### config.mk
export PLATFORM = sky130hd
export DESIGN_NAME = round_turn_sequencer_flat
export DESIGN_NICKNAME = d
export VERILOG_FILES = /design/src/rtl/round_turn_sequencer_pkg.sv /design/src/rtl/round_turn_sequencer_if.sv /design/src/rtl/round_turn_sequencer_turn_timer.sv /design/src/rtl/round_turn_sequencer.sv /design/src/flat_wrapper.sv
export SDC_FILE = /design/constraint.sdc
export NUM_CORES = 1
export LEC_CHECK = 0
export ABC_AREA = 1
export BUFFER_PORTS_ARGS = -buffer_cell sky130_fd_sc_hd__buf_4
export CORE_MARGIN = 5
export CORE_UTILIZATION = 57
export CTS_BUF_LIST = sky130_fd_sc_hd__clkbuf_16
export DETAILED_ROUTE_END_ITERATION = 10
export MAX_ROUTING_LAYER = met4
export PLACE_DENSITY = 0.8
export SLEW_MARGIN = 20
export SYNTH_ARGS = -nofsm -noshare
export SYNTH_HDL_FRONTEND = slang
export SYNTH_SLANG_ARGS = --single-unit
### constraint.sdc
create_clock -name Clk -period 1.7 [get_ports Clk]
set_input_delay 0.085 -clock Clk [delete_from_list [all_inputs] [get_ports Clk]]
set_output_delay 0.085 -clock Clk [all_outputs]
set_load 0.05 [all_outputs]
### src/rtl/round_turn_sequencer_pkg.sv
// Shared types for the round/turn game sequencer: FSM states, player id, winner codes.
package round_turn_sequencer_pkg;

    typedef enum logic [2:0] {
        IDLE      = 3'd0,
        CLEAR     = 3'd1,
        TURN      = 3'd2,
        EVAL      = 3'd3,
        ROUND_END = 3'd4,
        DONE      = 3'd5
    } state_t;

    typedef enum logic {
        PLAYER1 = 1'b0,
        PLAYER2 = 1'b1
    } player_t;

    localparam logic [1:0] WIN_NONE = 2'b00;
    localparam logic [1:0] WIN_P1   = 2'b01;
    localparam logic [1:0] WIN_P2   = 2'b10;
    localparam logic [1:0] WIN_TIE  = 2'b11;

    function automatic logic [3:0] sat_inc4(input logic [3:0] v);
        return (v == 4'hF) ? v : v + 4'd1;
    endfunction

    function automatic logic [1:0] decode_winner(input logic [3:0] s1, input logic [3:0] s2);
        if (s1 > s2)      return WIN_P1;
        else if (s2 > s1) return WIN_P2;
        else              return WIN_TIE;
    endfunction

endpackage

### src/rtl/round_turn_sequencer_if.sv
// Move/evaluation handshake between the sequencer (master) and front end / board datapath (slave).
interface round_turn_sequencer_if;
    logic move_valid;
    logic move_ready;
    logic eval_done;
    logic eval_win;
    logic eval_full;
    logic board_clear;

    modport master (
        input  move_valid, eval_done, eval_win, eval_full,
        output move_ready, board_clear
    );

    modport slave (
        output move_valid, eval_done, eval_win, eval_full,
        input  move_ready, board_clear
    );
endinterface

### src/rtl/round_turn_sequencer_turn_timer.sv
// Loadable saturating down-counter; expire flags the tick that consumes the last count.
module turn_timer #(
    parameter int         W       = 4,
    parameter logic [W-1:0] RST_VAL = '0
) (
    input  logic         Clk,
    input  logic         Reset,
    input  logic         load,
    input  logic [W-1:0] load_val,
    input  logic         tick,
    output logic [W-1:0] count,
    output logic         expire
);

    always_ff @(posedge Clk) begin
        if (Reset)
            count <= RST_VAL;
        else if (load)
            count <= load_val;
        else if (tick && (count != '0))
            count <= count - 1'b1;
    end

    assign expire = tick && (count == W'(1));

endmodule

### src/rtl/round_turn_sequencer.sv
// Game controller: rounds, alternating timed turns, move handshake, scoring, match winner.
// Optional freeze on pause enabled by defining ROUND_SEQ_PAUSE_EN.
module round_turn_sequencer
    import round_turn_sequencer_pkg::*;
#(
    parameter int NUM_ROUNDS   = 3,
    parameter int TURN_TICKS   = 600,
    parameter int RESULT_TICKS = 120,
    parameter int MOVES_MAX    = 9
) (
    input  logic                              Clk,
    input  logic                              Reset,
    input  logic                              start,
    input  logic                              frame_tick,
    input  logic                              pause,
    round_turn_sequencer_if.master            bus,
    output logic                              cur_player,
    output logic                              display_board1,
    output logic                              display_board2,
    output logic [3:0]                        round,
    output logic [3:0]                        score1,
    output logic [3:0]                        score2,
    output logic [$clog2(TURN_TICKS+1)-1:0]   timer,
    output logic                              timeout,
    output logic                              round_over,
    output logic                              game_done,
    output logic [1:0]                        winner
);

    localparam int              TW         = $clog2(TURN_TICKS + 1);
    localparam int              RW         = $clog2(RESULT_TICKS + 1);
    localparam logic [TW-1:0]   TURN_LOAD  = TW'(TURN_TICKS);
    localparam logic [RW-1:0]   RES_LOAD   = RW'(RESULT_TICKS);
    localparam logic [3:0]      LAST_ROUND = 4'(NUM_ROUNDS);
    localparam logic [3:0]      MOVE_LIMIT = 4'(MOVES_MAX);

    state_t     state, state_n;
    player_t    player, player_n;
    logic [3:0] round_q, round_n;
    logic [3:0] s1_q, s1_n, s2_q, s2_n;
    logic [3:0] mcnt, mcnt_n;
    logic       start_q;
    logic       timeout_q, timeout_n;
    logic       rover_q, rover_n;

    logic       hold;
    logic       start_edge, accept;
    logic       t_load, t_tick, t_expire;
    logic       r_load, r_tick, r_expire;
    logic [RW-1:0] r_count;

`ifdef ROUND_SEQ_PAUSE_EN
    assign hold = pause;
`else
    // pause pin kept for pin compatibility; it has no effect in this build
    assign hold = pause & 1'b0;
`endif

    assign start_edge = start & ~start_q;
    assign accept     = bus.move_valid & bus.move_ready;

    // A move accepted on the expiring tick wins: the tick never reaches the timer
    assign t_tick = (state == TURN) & frame_tick & ~hold & ~accept;
    assign r_load = (state != ROUND_END);
    assign r_tick = (state == ROUND_END) & frame_tick & ~hold & (r_count != '0);

    turn_timer #(.W(TW), .RST_VAL(TURN_LOAD)) u_turn_timer (
        .Clk      (Clk),
        .Reset    (Reset),
        .load     (t_load),
        .load_val (TURN_LOAD),
        .tick     (t_tick),
        .count    (timer),
        .expire   (t_expire)
    );

    turn_timer #(.W(RW), .RST_VAL(RES_LOAD)) u_result_timer (
        .Clk      (Clk),
        .Reset    (Reset),
        .load     (r_load),
        .load_val (RES_LOAD),
        .tick     (r_tick),
        .count    (r_count),
        .expire   (r_expire)
    );

    always_comb begin
        state_n   = state;
        player_n  = player;
        round_n   = round_q;
        s1_n      = s1_q;
        s2_n      = s2_q;
        mcnt_n    = mcnt;
        t_load    = 1'b0;
        timeout_n = 1'b0;
        rover_n   = 1'b0;

        case (state)
            IDLE: begin
                if (start_edge) begin
                    round_n = 4'd1;
                    s1_n    = 4'd0;
                    s2_n    = 4'd0;
                    state_n = CLEAR;
                end
            end
            CLEAR: begin
                mcnt_n   = 4'd0;
                t_load   = 1'b1;
                player_n = round_q[0] ? PLAYER1 : PLAYER2;
                state_n  = TURN;
            end
            TURN: begin
                if (accept) begin
                    mcnt_n  = sat_inc4(mcnt);
                    state_n = EVAL;
                end else if (t_expire) begin
                    timeout_n = 1'b1;
                    player_n  = (player == PLAYER1) ? PLAYER2 : PLAYER1;
                    t_load    = 1'b1;
                end
            end
            EVAL: begin
                if (bus.eval_done) begin
                    if (bus.eval_win) begin
                        if (player == PLAYER1) s1_n = sat_inc4(s1_q);
                        else                   s2_n = sat_inc4(s2_q);
                        rover_n = 1'b1;
                        state_n = ROUND_END;
                    end else if (bus.eval_full || (mcnt == MOVE_LIMIT)) begin
                        rover_n = 1'b1;
                        state_n = ROUND_END;
                    end else begin
                        player_n = (player == PLAYER1) ? PLAYER2 : PLAYER1;
                        t_load   = 1'b1;
                        state_n  = TURN;
                    end
                end
            end
            ROUND_END: begin
                if (r_expire) begin
                    if (round_q == LAST_ROUND) begin
                        state_n = DONE;
                    end else begin
                        round_n = sat_inc4(round_q);
                        state_n = CLEAR;
                    end
                end
            end
            DONE: begin
                if (start_edge) begin
                    round_n = 4'd1;
                    s1_n    = 4'd0;
                    s2_n    = 4'd0;
                    state_n = CLEAR;
                end
            end
            default: state_n = IDLE;
        endcase
    end

    always_ff @(posedge Clk) begin
        if (Reset) begin
            state     <= IDLE;
            player    <= PLAYER1;
            round_q   <= 4'd0;
            s1_q      <= 4'd0;
            s2_q      <= 4'd0;
            mcnt      <= 4'd0;
            start_q   <= 1'b0;
            timeout_q <= 1'b0;
            rover_q   <= 1'b0;
        end else begin
            state     <= state_n;
            player    <= player_n;
            round_q   <= round_n;
            s1_q      <= s1_n;
            s2_q      <= s2_n;
            mcnt      <= mcnt_n;
            start_q   <= start;
            timeout_q <= timeout_n;
            rover_q   <= rover_n;
        end
    end

    assign bus.move_ready  = (state == TURN) & ~hold;
    assign bus.board_clear = (state == CLEAR);
    assign cur_player      = (player == PLAYER2);
    assign display_board1  = ((state == TURN) & (player == PLAYER1)) | (state == ROUND_END);
    assign display_board2  = ((state == TURN) & (player == PLAYER2)) | (state == ROUND_END);
    assign round           = round_q;
    assign score1          = s1_q;
    assign score2          = s2_q;
    assign timeout         = timeout_q;
    assign round_over      = rover_q;
    assign game_done       = (state == DONE);
    assign winner          = (state == DONE) ? decode_winner(s1_q, s2_q) : WIN_NONE;

endmodule

### src/flat_wrapper.sv
// flat-port wrapper written by rule: the top's interface ports become plain ports
module round_turn_sequencer_flat import round_turn_sequencer_pkg::*;
#(
    parameter int NUM_ROUNDS   = 3,
    parameter int TURN_TICKS   = 600,
    parameter int RESULT_TICKS = 120,
    parameter int MOVES_MAX    = 9
)
  (Clk, Reset, start, frame_tick, pause, cur_player, display_board1, display_board2, round, score1, score2, timer, timeout, round_over, game_done, winner, bus_move_valid, bus_eval_done, bus_eval_win, bus_eval_full, bus_move_ready, bus_board_clear);
  round_turn_sequencer_if bus_i ();
  input  logic Clk;
  input  logic Reset;
  input  logic start;
  input  logic frame_tick;
  input  logic pause;
  output logic cur_player;
  output logic display_board1;
  output logic display_board2;
  output logic [3:0] round;
  output logic [3:0] score1;
  output logic [3:0] score2;
  output logic [$clog2(TURN_TICKS+1)-1:0] timer;
  output logic timeout;
  output logic round_over;
  output logic game_done;
  output logic [1:0] winner;
  input wire logic [$bits(bus_i.move_valid)-1:0] bus_move_valid;
  input wire logic [$bits(bus_i.eval_done)-1:0] bus_eval_done;
  input wire logic [$bits(bus_i.eval_win)-1:0] bus_eval_win;
  input wire logic [$bits(bus_i.eval_full)-1:0] bus_eval_full;
  output wire logic [$bits(bus_i.move_ready)-1:0] bus_move_ready;
  output wire logic [$bits(bus_i.board_clear)-1:0] bus_board_clear;
  assign bus_i.move_valid = bus_move_valid;
  assign bus_i.eval_done = bus_eval_done;
  assign bus_i.eval_win = bus_eval_win;
  assign bus_i.eval_full = bus_eval_full;
  assign bus_move_ready = bus_i.move_ready;
  assign bus_board_clear = bus_i.board_clear;
  round_turn_sequencer #(.NUM_ROUNDS(NUM_ROUNDS), .TURN_TICKS(TURN_TICKS), .RESULT_TICKS(RESULT_TICKS), .MOVES_MAX(MOVES_MAX)) u_core (.Clk(Clk), .Reset(Reset), .start(start), .frame_tick(frame_tick), .pause(pause), .bus(bus_i), .cur_player(cur_player), .display_board1(display_board1), .display_board2(display_board2), .round(round), .score1(score1), .score2(score2), .timer(timer), .timeout(timeout), .round_over(round_over), .game_done(game_done), .winner(winner));
endmodule
==> impl.org, run 1 <==
** Min path
- The path with the worst hold slack has its endpoint at u_core.start_q.
- Tightest Hold Check Type :: input pin to flip-flop
- The worst hold path was traced through 3 stages.
- In this run the most critical hold path is launched from start.

** Global routing
- Entering global routing, the biggest net connects 16 pins.
- Global router's overall resource usage :: 21.4%
- Antenna violations before repair :: 0
- Global-route wire length before repair :: about 10 mm
- The number of global-route vias before repair came to 2366.
- Sum of overflow across all layers after global routing :: 0

** Pwr
- Cell-internal power :: 0.00233 W
- Fraction of power consumed by sequential logic :: just under 30%
- Areal power density over the cells :: roughly 1400 nW/um2
- The worst-case IR drop observed on VDD is a little over 800 uV.
- P_leak :: between 1.5 and 2 nW
- In this run, the clock network consumes about a fifth of the power.
- Summed over all nets, the switching power comes to 0.00199 W.
- Comb pwr share :: ~50%
- Switching part of the total :: 46.0%

** STA
- Final-layout setup total negative slack :: 0 ns
- Share of the clock period used by the worst path :: between 90 and 100%
- At the pin with the least slew margin, the transition time is 0.377 ns.
- Setup violations remaining at the end of the flow were counted as 0.
- Counting I/O delays and the setup requirement, the final critical path takes approximately 1.6 ns.
- Total count of max-transition violations in the final report :: 0
- On the final layout, the worst clock skew is 0.00481 ns.
- Normalized max-slew margin :: 74.8%
- Derived from the worst setup path, the maximum achievable clock frequency is between 600 and 700 MHz.
- The number of hold violations in the final report came to 0.

** Critical path
- The worst setup path is captured at an output pin.
- At the worst endpoint, the required time is 1.62 ns.
- In this design, the stage delay of the slowest critical-path cell is 0.32 ns.
- Walking the worst path, the cells encountered are inv_1, ha_4, nand2_1, inv_2, o21ai_2, buf_4, a21oi_2, buf_6.
- Critical setup path kind :: flip-flop to output pin
- Number of cells on the worst reg-to-reg path :: 10
- Highest-delay cell along the critical path :: dfxtp_2
- Along the worst path, the maximum fanout reaches 2.
- The worst register-to-register path begins at u_core.u_result_timer.count[0].
- The worst register-to-register path ends at u_core.state[2].
- FF-to-FF setup slack :: roughly 0.17 ns
- Arrival time worst endpoint :: 1.56 ns
- STA classifies the critical path startpoint as a flip-flop.

** Drt
- In this run, the number of DRC markers left after iteration 0 of detailed routing was about 230.
- After detailed routing, the average wire length per cell comes to 12.6 um.
- Number of nets still failing antenna checks after routing :: 0
- Total routed wirelength :: just over 6 mm
- Top routing layer in use :: met4
- Met2 layer wire length in the routed design :: slightly above 3 mm
- Using the TritonRoute via totals, the vias-per-cell ratio works out to between 5 and 6.
- Final routed DRC violation total :: 0
- In the final routing, the length of wire on met1 measures around 2.7 mm.
- First-pass iteration count of the detailed router :: 4
- Via Count :: around 2600
- Routed wl met3 :: 321 um

** Clock tree
- Counting every sink on the clock net gives 40.
- In this run the clock root is driven by a clkbuf_16.
- The clock passes through at most 2 buffers.
- CTS HTree Levels :: 2
- Clock transition at the registers of the reported paths :: 0.06 ns
- CTS buffer count :: 5
- For the worst-skew pair, the clock arrives at the later sink with an insertion delay of roughly 0.28 ns.
- Number of buffers added to fix hold violations after cts :: 0
- TritonCTS clock tree :: done

** Logic synthesis
- Xor/xnor share of the synthesized area :: under 10%
- The synthesized netlist devotes about 7.4% of its cell area to adder and majority cells.
- The portion of synthesized area spent on multiplexers is 0%.
- Simple-gate portion of the synthesized area :: 37.2%
- The synthesized netlist devotes 10.3% of its cell area to compound gates.
- Net Count, Synth :: roughly 400
- Counting distinct cell types in the post-synthesis netlist gives 32.
- Mean cell area of the mapped netlist :: about 6.7 um2
- The synthesized design contains 40 register bits.
- Synth Warn # :: 0
- The share of the Yosys chip area taken by registers is about a third.
- Main combinational cell family by area after synthesis :: simple AND/OR/NAND/NOR gates
- After synthesis the cells add up to between 2000 and 3000 um2.
- The cell count after synthesis came out at roughly 380.

** Cells and area
- Area growth from synthesis to final layout :: 26.0%
- The finished cells cover approximately 3200 um2.
- The number of antenna diodes in the final layout is 0.
- Number of nets in the layout :: approximately 460
- Once layout is complete, the utilization of the core stands at 73.7%.
- Layout cell share with drive strength beyond 1 :: 25.5%

** Die
- Core Box Area :: about 4300 um2
- For this configuration, the core starts out at a cell density of 58.5%.
- In this run the horizontal extent of the chip is between 70 and 80 um.
- Full die area :: between 5000 and 6000 um2
- Std cell rows :: 24
- From bottom edge to top edge, the die measures 76.6 um.
- 41 I/O pins were placed.

** Status
- Result of the run :: finished, final reports clean

** Place
- Total of buffers placed on input and output ports :: 39
- Sum of net half-perimeters after detailed placement :: approximately 4.5 mm
- After detailed placement, the total cell area comes to ~3000 um2.
- At the end of routability-driven placement, the weighted congestion stood at between 0.9 and 1.

** Job
- Across the run, the number of max-cap violations was 0.
## critical path: cells and delay by family (launching register included)
family / cells / cell delay, ns
adder cells (fa/ha/maj): 1 / 0.28
AO/OA/AOI/OAI: 2 / 0.19
flip-flops: 1 / 0.32
AND/OR/NAND/NOR: 1 / 0.07
buffers and inverters: 4 / 0.43
## placed cells by master, fill, tap and decap left out, types with 2 or more instances in the layout
master     netlist  layout
clkbuf_16        0       5
o21ai_0         11       7
a21oi_1         31      28
xor2_1           8       8
clkinv_2         1       3
inv_2            2       5
ha_4             0       2
nor2_2           6       6
a21oi_2          1       3
nor2_1          46      45
o21ai_1          1       4
xnor2_1          3       3
o211ai_1         4       4
nand2_1         91      90
dfxtp_2          0      10
nor3_1           4       4
buf_4            0      52
dfxtp_1         40      30
ha_1            15      13
or2_2            3       3
inv_1           48      45
nand2_4          4       4
nand4_1          9       9
nand2_2          6       7
buf_6            3       2
nand3_2          2       2
nand3_1         29      29
## state kept, by name, indices dropped and copies added, names as in the netlist
name	count
u_core.u_result_timer.count	7
u_core.state	3
u_core.round_over	1
u_core.score2	4
u_core.score1	4
u_core.mcnt	4
u_core.cur_player	1
u_core.start_q	1
u_core.timeout	1
u_core.round	4
u_core.u_turn_timer.count	10
## worst max path at each step
| stage | start | endpoint | cells after the start |
|---|---|---|---|
| floorplan | u_core.score2[1] | winner[1] | 7 |
| global placement | u_core.state[2] | u_core.state[2] | 7 |
| detailed placement | u_core.state[2] | u_core.state[2] | 7 |
| CTS | u_core.score2[1] | winner[1] | 8 |
| global route | u_core.u_result_timer.count[0] | u_core.round[3] | 10 |
| finish | u_core.score2[3] | winner[0] | 8 |
## synth_stat cells (all sizes together)
cell type | count | share of area (%)
ha | 15 | 7.4
inv | 51 | 7.8
or2 | 4 | 0.99
buf | 3 | 1.3
nor3 | 4 | 0.79
a21oi | 32 | 6.5
clkinv | 2 | 0.35
nand3 | 31 | 6.5
dfxtp | 40 | 32
nor3b | 1 | 0.30
nor4 | 1 | 0.25
o211ai | 4 | 1.2
nand4 | 9 | 2.2
o21ai | 12 | 2.4
xnor2 | 3 | 1.0
clkbuf | 1 | 0.15
nor2 | 53 | 9.1
nand3b | 1 | 0.30
nand2 | 101 | 17
xor2 | 8 | 2.8
a31oi | 1 | 0.25
## logic make-up (layout without fill, tap and decap cells)
family / count (synthesis) / after routing
simple gates: 205 / 205
compound gates: 49 / 49
xor+xnor: 11 / 11
fa+ha+maj: 15 / 15
buf+inv: 57 / 116
flops: 40 / 40
## timing repair
| item | in CTS | in global routing |
|---|---|---|
| gates cloned | 0 | 1 |
| setup endpoints to repair | 1 | 23 |
| setup buffers | 1 | 0 |
| pin swaps | 1 | 2 |
| endpoints found under the hold margin | 0 | 0 |
| gates resized for setup | 5 | 17 |
## through the flow
step | power, W | hold WS, ns | cells | setup WS [ns]
finish | 0.00432 | 0.0157 | 488 | 0.0501
global route | 0.00464 | 0.0190 | 488 | -0.0361
CTS | 0.00428 | 0.0164 | 487 | 0.00121
floorplan | 0.00280 | 0.154 | 377 | -0.237
global placement | 0.00331 | 0.297 | 478 | 0.110
detailed placement | 0.00334 | 0.302 | 478 | 0.0398
## layer usage
metal  vias to the layer above  GRT usage (%)
met5                         -              -
met2                        74           35.0
met1                      1168           26.9
met3                         7           4.14
met4                         0           5.77
li1                       1332              -
## final cells by class
type	count	area, um2
sequential	40	813
timing repair buffer	54	413
multi-input combinational	280	1540
timing repair inverter	1	5.00
inverter	53	209
clock inverter	3	13.8
fill	370	1140
tap	52	65.1
clock buffer	5	125
## power groups by stage
stage | registers, W | clock network, W | logic, W
4_1_cts | 0.00124 | 0.000905 | 0.00213
3_3_place_gp | 0.00125 | 0 | 0.00206
2_1_floorplan | 0.00140 | 0 | 0.00140
6_report | 0.00125 | 0.000897 | 0.00217
3_5_place_dp | 0.00126 | 0 | 0.00209
5_1_grt | 0.00127 | 0.000962 | 0.00240
(Power assumes the default switching activity.)
==> run 2: changes to the inputs <==
- MAX_ROUTING_LAYER: met4 -> default
==> impl.org, run 2 (synthesis results as in run 1) <==
** Status
- Result of the run :: finished, final reports clean

** Clock tree
- TritonCTS clock tree :: done
- The root buffer cell chosen for the clock tree is clkbuf_16.
- CTS Sinks :: 40 (unchanged)
- Skew-Pair Late Insertion Delay :: 0.28 ns (about the same)
- CTS buffer count :: 5 (unchanged)
- Max Buffers Root-to-Sink :: 2 (unchanged)
- The number of H-tree levels is 2 (unchanged).
- The clock transition at the register clock pins on the worst setup and hold paths after CTS was 0.06 ns (about the same).
- Number of buffers added to fix hold violations after cts :: 0 (unchanged)

** Place
- The worst setup timing slack at the placement stage is 0.0398 ns (unchanged).
- The detailed placer's ending HPWL is 4.53 mm (unchanged).
- Total of buffers placed on input and output ports :: 39 (unchanged)
- Final weighted congestion in routability-driven placement :: 0.938 (-1.8%)
- Placed standard-cell area :: 2980 um2 (unchanged)

** Critical path
- Launching point of the worst reg2reg path :: u_core.u_result_timer.count[0]
- The critical path goes through inv_1, ha_4, nand2_1, inv_2, o21ai_2, buf_4, a21oi_2, buf_6.
- Grouping stages by cell kind, the critical path spends the most delay in buffers and inverters.
- The slowest stage of the critical path belongs to the cell dfxtp_2.
- Following the worst setup path forward leads to its endpoint at winner[0].
- Required time of the critical path :: 1.62 ns (about the same)
- The critical path is of the flip-flop to output pin type.
- Terminus of the critical flop-to-flop path :: u_core.state[2]
- Origin of the worst setup path :: u_core.score2[3]
- The setup slack of the worst register-to-register path came to 0.17 ns (about the same).
- The logic depth of the worst path, buffers included came to 8 (unchanged).
- Setup crit end kind :: output pin
- Crit path max fanout :: 2 (unchanged)
- The delay of the slowest critical-path stage came to 0.32 ns (about the same).
- The data arrival at the endpoint of the critical path was 1.56 ns (about the same).
- The number of cells traversed by the worst register-to-register path is 10 (unchanged).
- Category of the worst setup path launch point :: flip-flop
- Worst Path Buf+Inv :: 4 (unchanged)

** Cells and area
- Ranked by flip-flop count, first place goes to u_core.u_turn_timer.count.
- Registers with the most flip-flops :: u_core.u_turn_timer.count: 10 flops, u_core.u_result_timer.count: 7 flops
- Area growth from synthesis to final layout :: 26.0% (unchanged)
- The final net count is 459 (unchanged).
- The post-layout instance area is 3190 um2 (unchanged).
- The number of inserted diodes is 0 (unchanged).
- The filler cell count came to 370 (unchanged).
- Leaving out fill and tap cells, the most frequent cell in the layout is nand2_1.
- The ratio of cells with drive above 1 in the final layout came to 25.5% (unchanged).
- In the layout the commonest cells are nand2_1, buf_4, inv_1, nor2_1, dfxtp_1.
- The flip-flop count of the largest register after layout came to 10 (unchanged).

** STA
- The slew at the pin closest to its max-slew limit was 0.379 ns (+0.00247 ns).
- The remaining max-slew budget at the tightest pin came to 74.6% (-0.17 points).
- The smallest setup slack after layout came to 0.0509 ns (+0.000805 ns).
- Hold slack :: 0.0146 ns (-0.00110 ns)
- Total count of max-transition violations in the final report :: 0 (unchanged)
- Maximum operating frequency :: 606 MHz (about the same)
- Share of the clock period used by the worst path :: 97.0% (about the same)
- Setup skew after layout :: 0.00409 ns (-0.000713 ns)
- The clock period minus final worst setup slack is 1.65 ns (-0.000805 ns).
- Finish-stage setup viols :: 0 (unchanged)
- Final Hold Violating Endpoints :: 0 (unchanged)

** Global routing
- Sum of overflow across all layers after global routing :: 0 (unchanged)
- Pin count of the biggest net entering global routing :: 16 (unchanged)
- The number of global-route vias before repair is 2366 (unchanged).
- Antenna violations before repair :: 0 (unchanged)
- Global-route wire length before repair :: 10.4 mm (-0.13%)
- Global router's overall resource usage :: 20.8% (-0.60 points)

** Pwr
- The peak supply drop is 811 uV (about the same).
- The final total power came to 0.00432 W (about the same).
- P_leak :: 1.51 nW (unchanged)
- Areal power density over the cells :: 1360 nW/um2 (about the same)

** Drt
- The average wire per cell in the routed design is 12.6 um (about the same).
- The post-route antenna net violation count is 0 (unchanged).
- The number of vias after detailed routing came to 2577 (-0.15%).
- Total routed wirelength :: 6.15 mm (about the same)
- Drt initial violations :: 229 (+0.88%)
- The mean number of vias per cell came to 5.28 (-0.15%).
- The remaining routing DRC violations was 0 (unchanged).
- The number of detailed-routing iterations run before antenna repair is 4 (unchanged).

** Die
- The horizontal extent of the die came to 76.6 um (unchanged).
- The die outline height came to 76.6 um (unchanged).
- Std cell rows :: 24 (unchanged)
- Effective utilization at floorplan :: 58.5% (unchanged)
- The die area is 5870 um2 (unchanged).
- Core Box Area :: 4320 um2 (unchanged)
- The I/O pin total was 41 (unchanged).

** Job
- Max-capacitance violation count :: 0 (unchanged)

** Min path
- Tightest Hold Check Type :: input pin to flip-flop
[run 2: repair_timing]
action / 4_1_cts / 5_1_grt
buffers inserted: 1 / 0
gates cloned: 0 / 1
pin swaps: 1 / 2
resized for setup: 5 / 17
setup endpoints to repair: 1 / 23
[run 2: layout make-up]
cell class              instances  area (um2)  area share [%]
multi-input cells             280        1540            48.4
repair buffers                 54         413            13.0
clock buffers                   5         125            3.92
inverters                      53         209            6.55
repair inverters                1        5.00           0.157
flip-flops and latches         40         813            25.5
clock inverters                 3        13.8           0.432
well taps                      52        65.1            2.04
[run 2: metal layers]
layer	global-route usage (%)	up-vias	part of all wire (%)
li1	-	1328	-
met1	26.7	1163	44
met2	35.1	78	49
met3	4.14	8	5.7
met4	5.77	0	1.3
met5	0	-	0
[run 2: how the worst min path moves through the flow]
stage | startpoint | end | cells past startpoint
final | start | u_core.start_q | 3
after floorplan | Reset | u_core.round[0] | 1
after detailed placement | start | u_core.start_q | 3
after CTS | start | u_core.start_q | 3
after global routing | start | u_core.start_q | 3
after global placement | start | u_core.start_q | 3
[run 2: power by group]
| part | internal [W] | total (W) | leakage (nW) | switching [W] |
|---|---|---|---|---|
| clock network | 0.000533 | 0.000895 | 0.0710 | 0.000362 |
| logic | 0.000730 | 0.00217 | 1.11 | 0.00144 |
| registers | 0.00107 | 0.00125 | 0.329 | 0.000183 |
| total | 0.00233 | 0.00432 | 1.51 | 0.00199 |
[run 2: tightest hold or removal path, cell delays in order]
cell    delay [ns]
buf_4         0.07
inv_1         0.03
nor2_1        0.06
[run 2: metrics by stage]
stage	setup TNS (ns)	utilization [%]	std cells
3_5_place_dp	0	68.9	478
5_1_grt	-0.155	73.7	488
6_report	0	73.7	488
2_1_floorplan	-0.425	-	377
3_3_place_gp	0	68.9	478
4_1_cts	0	72.5	487
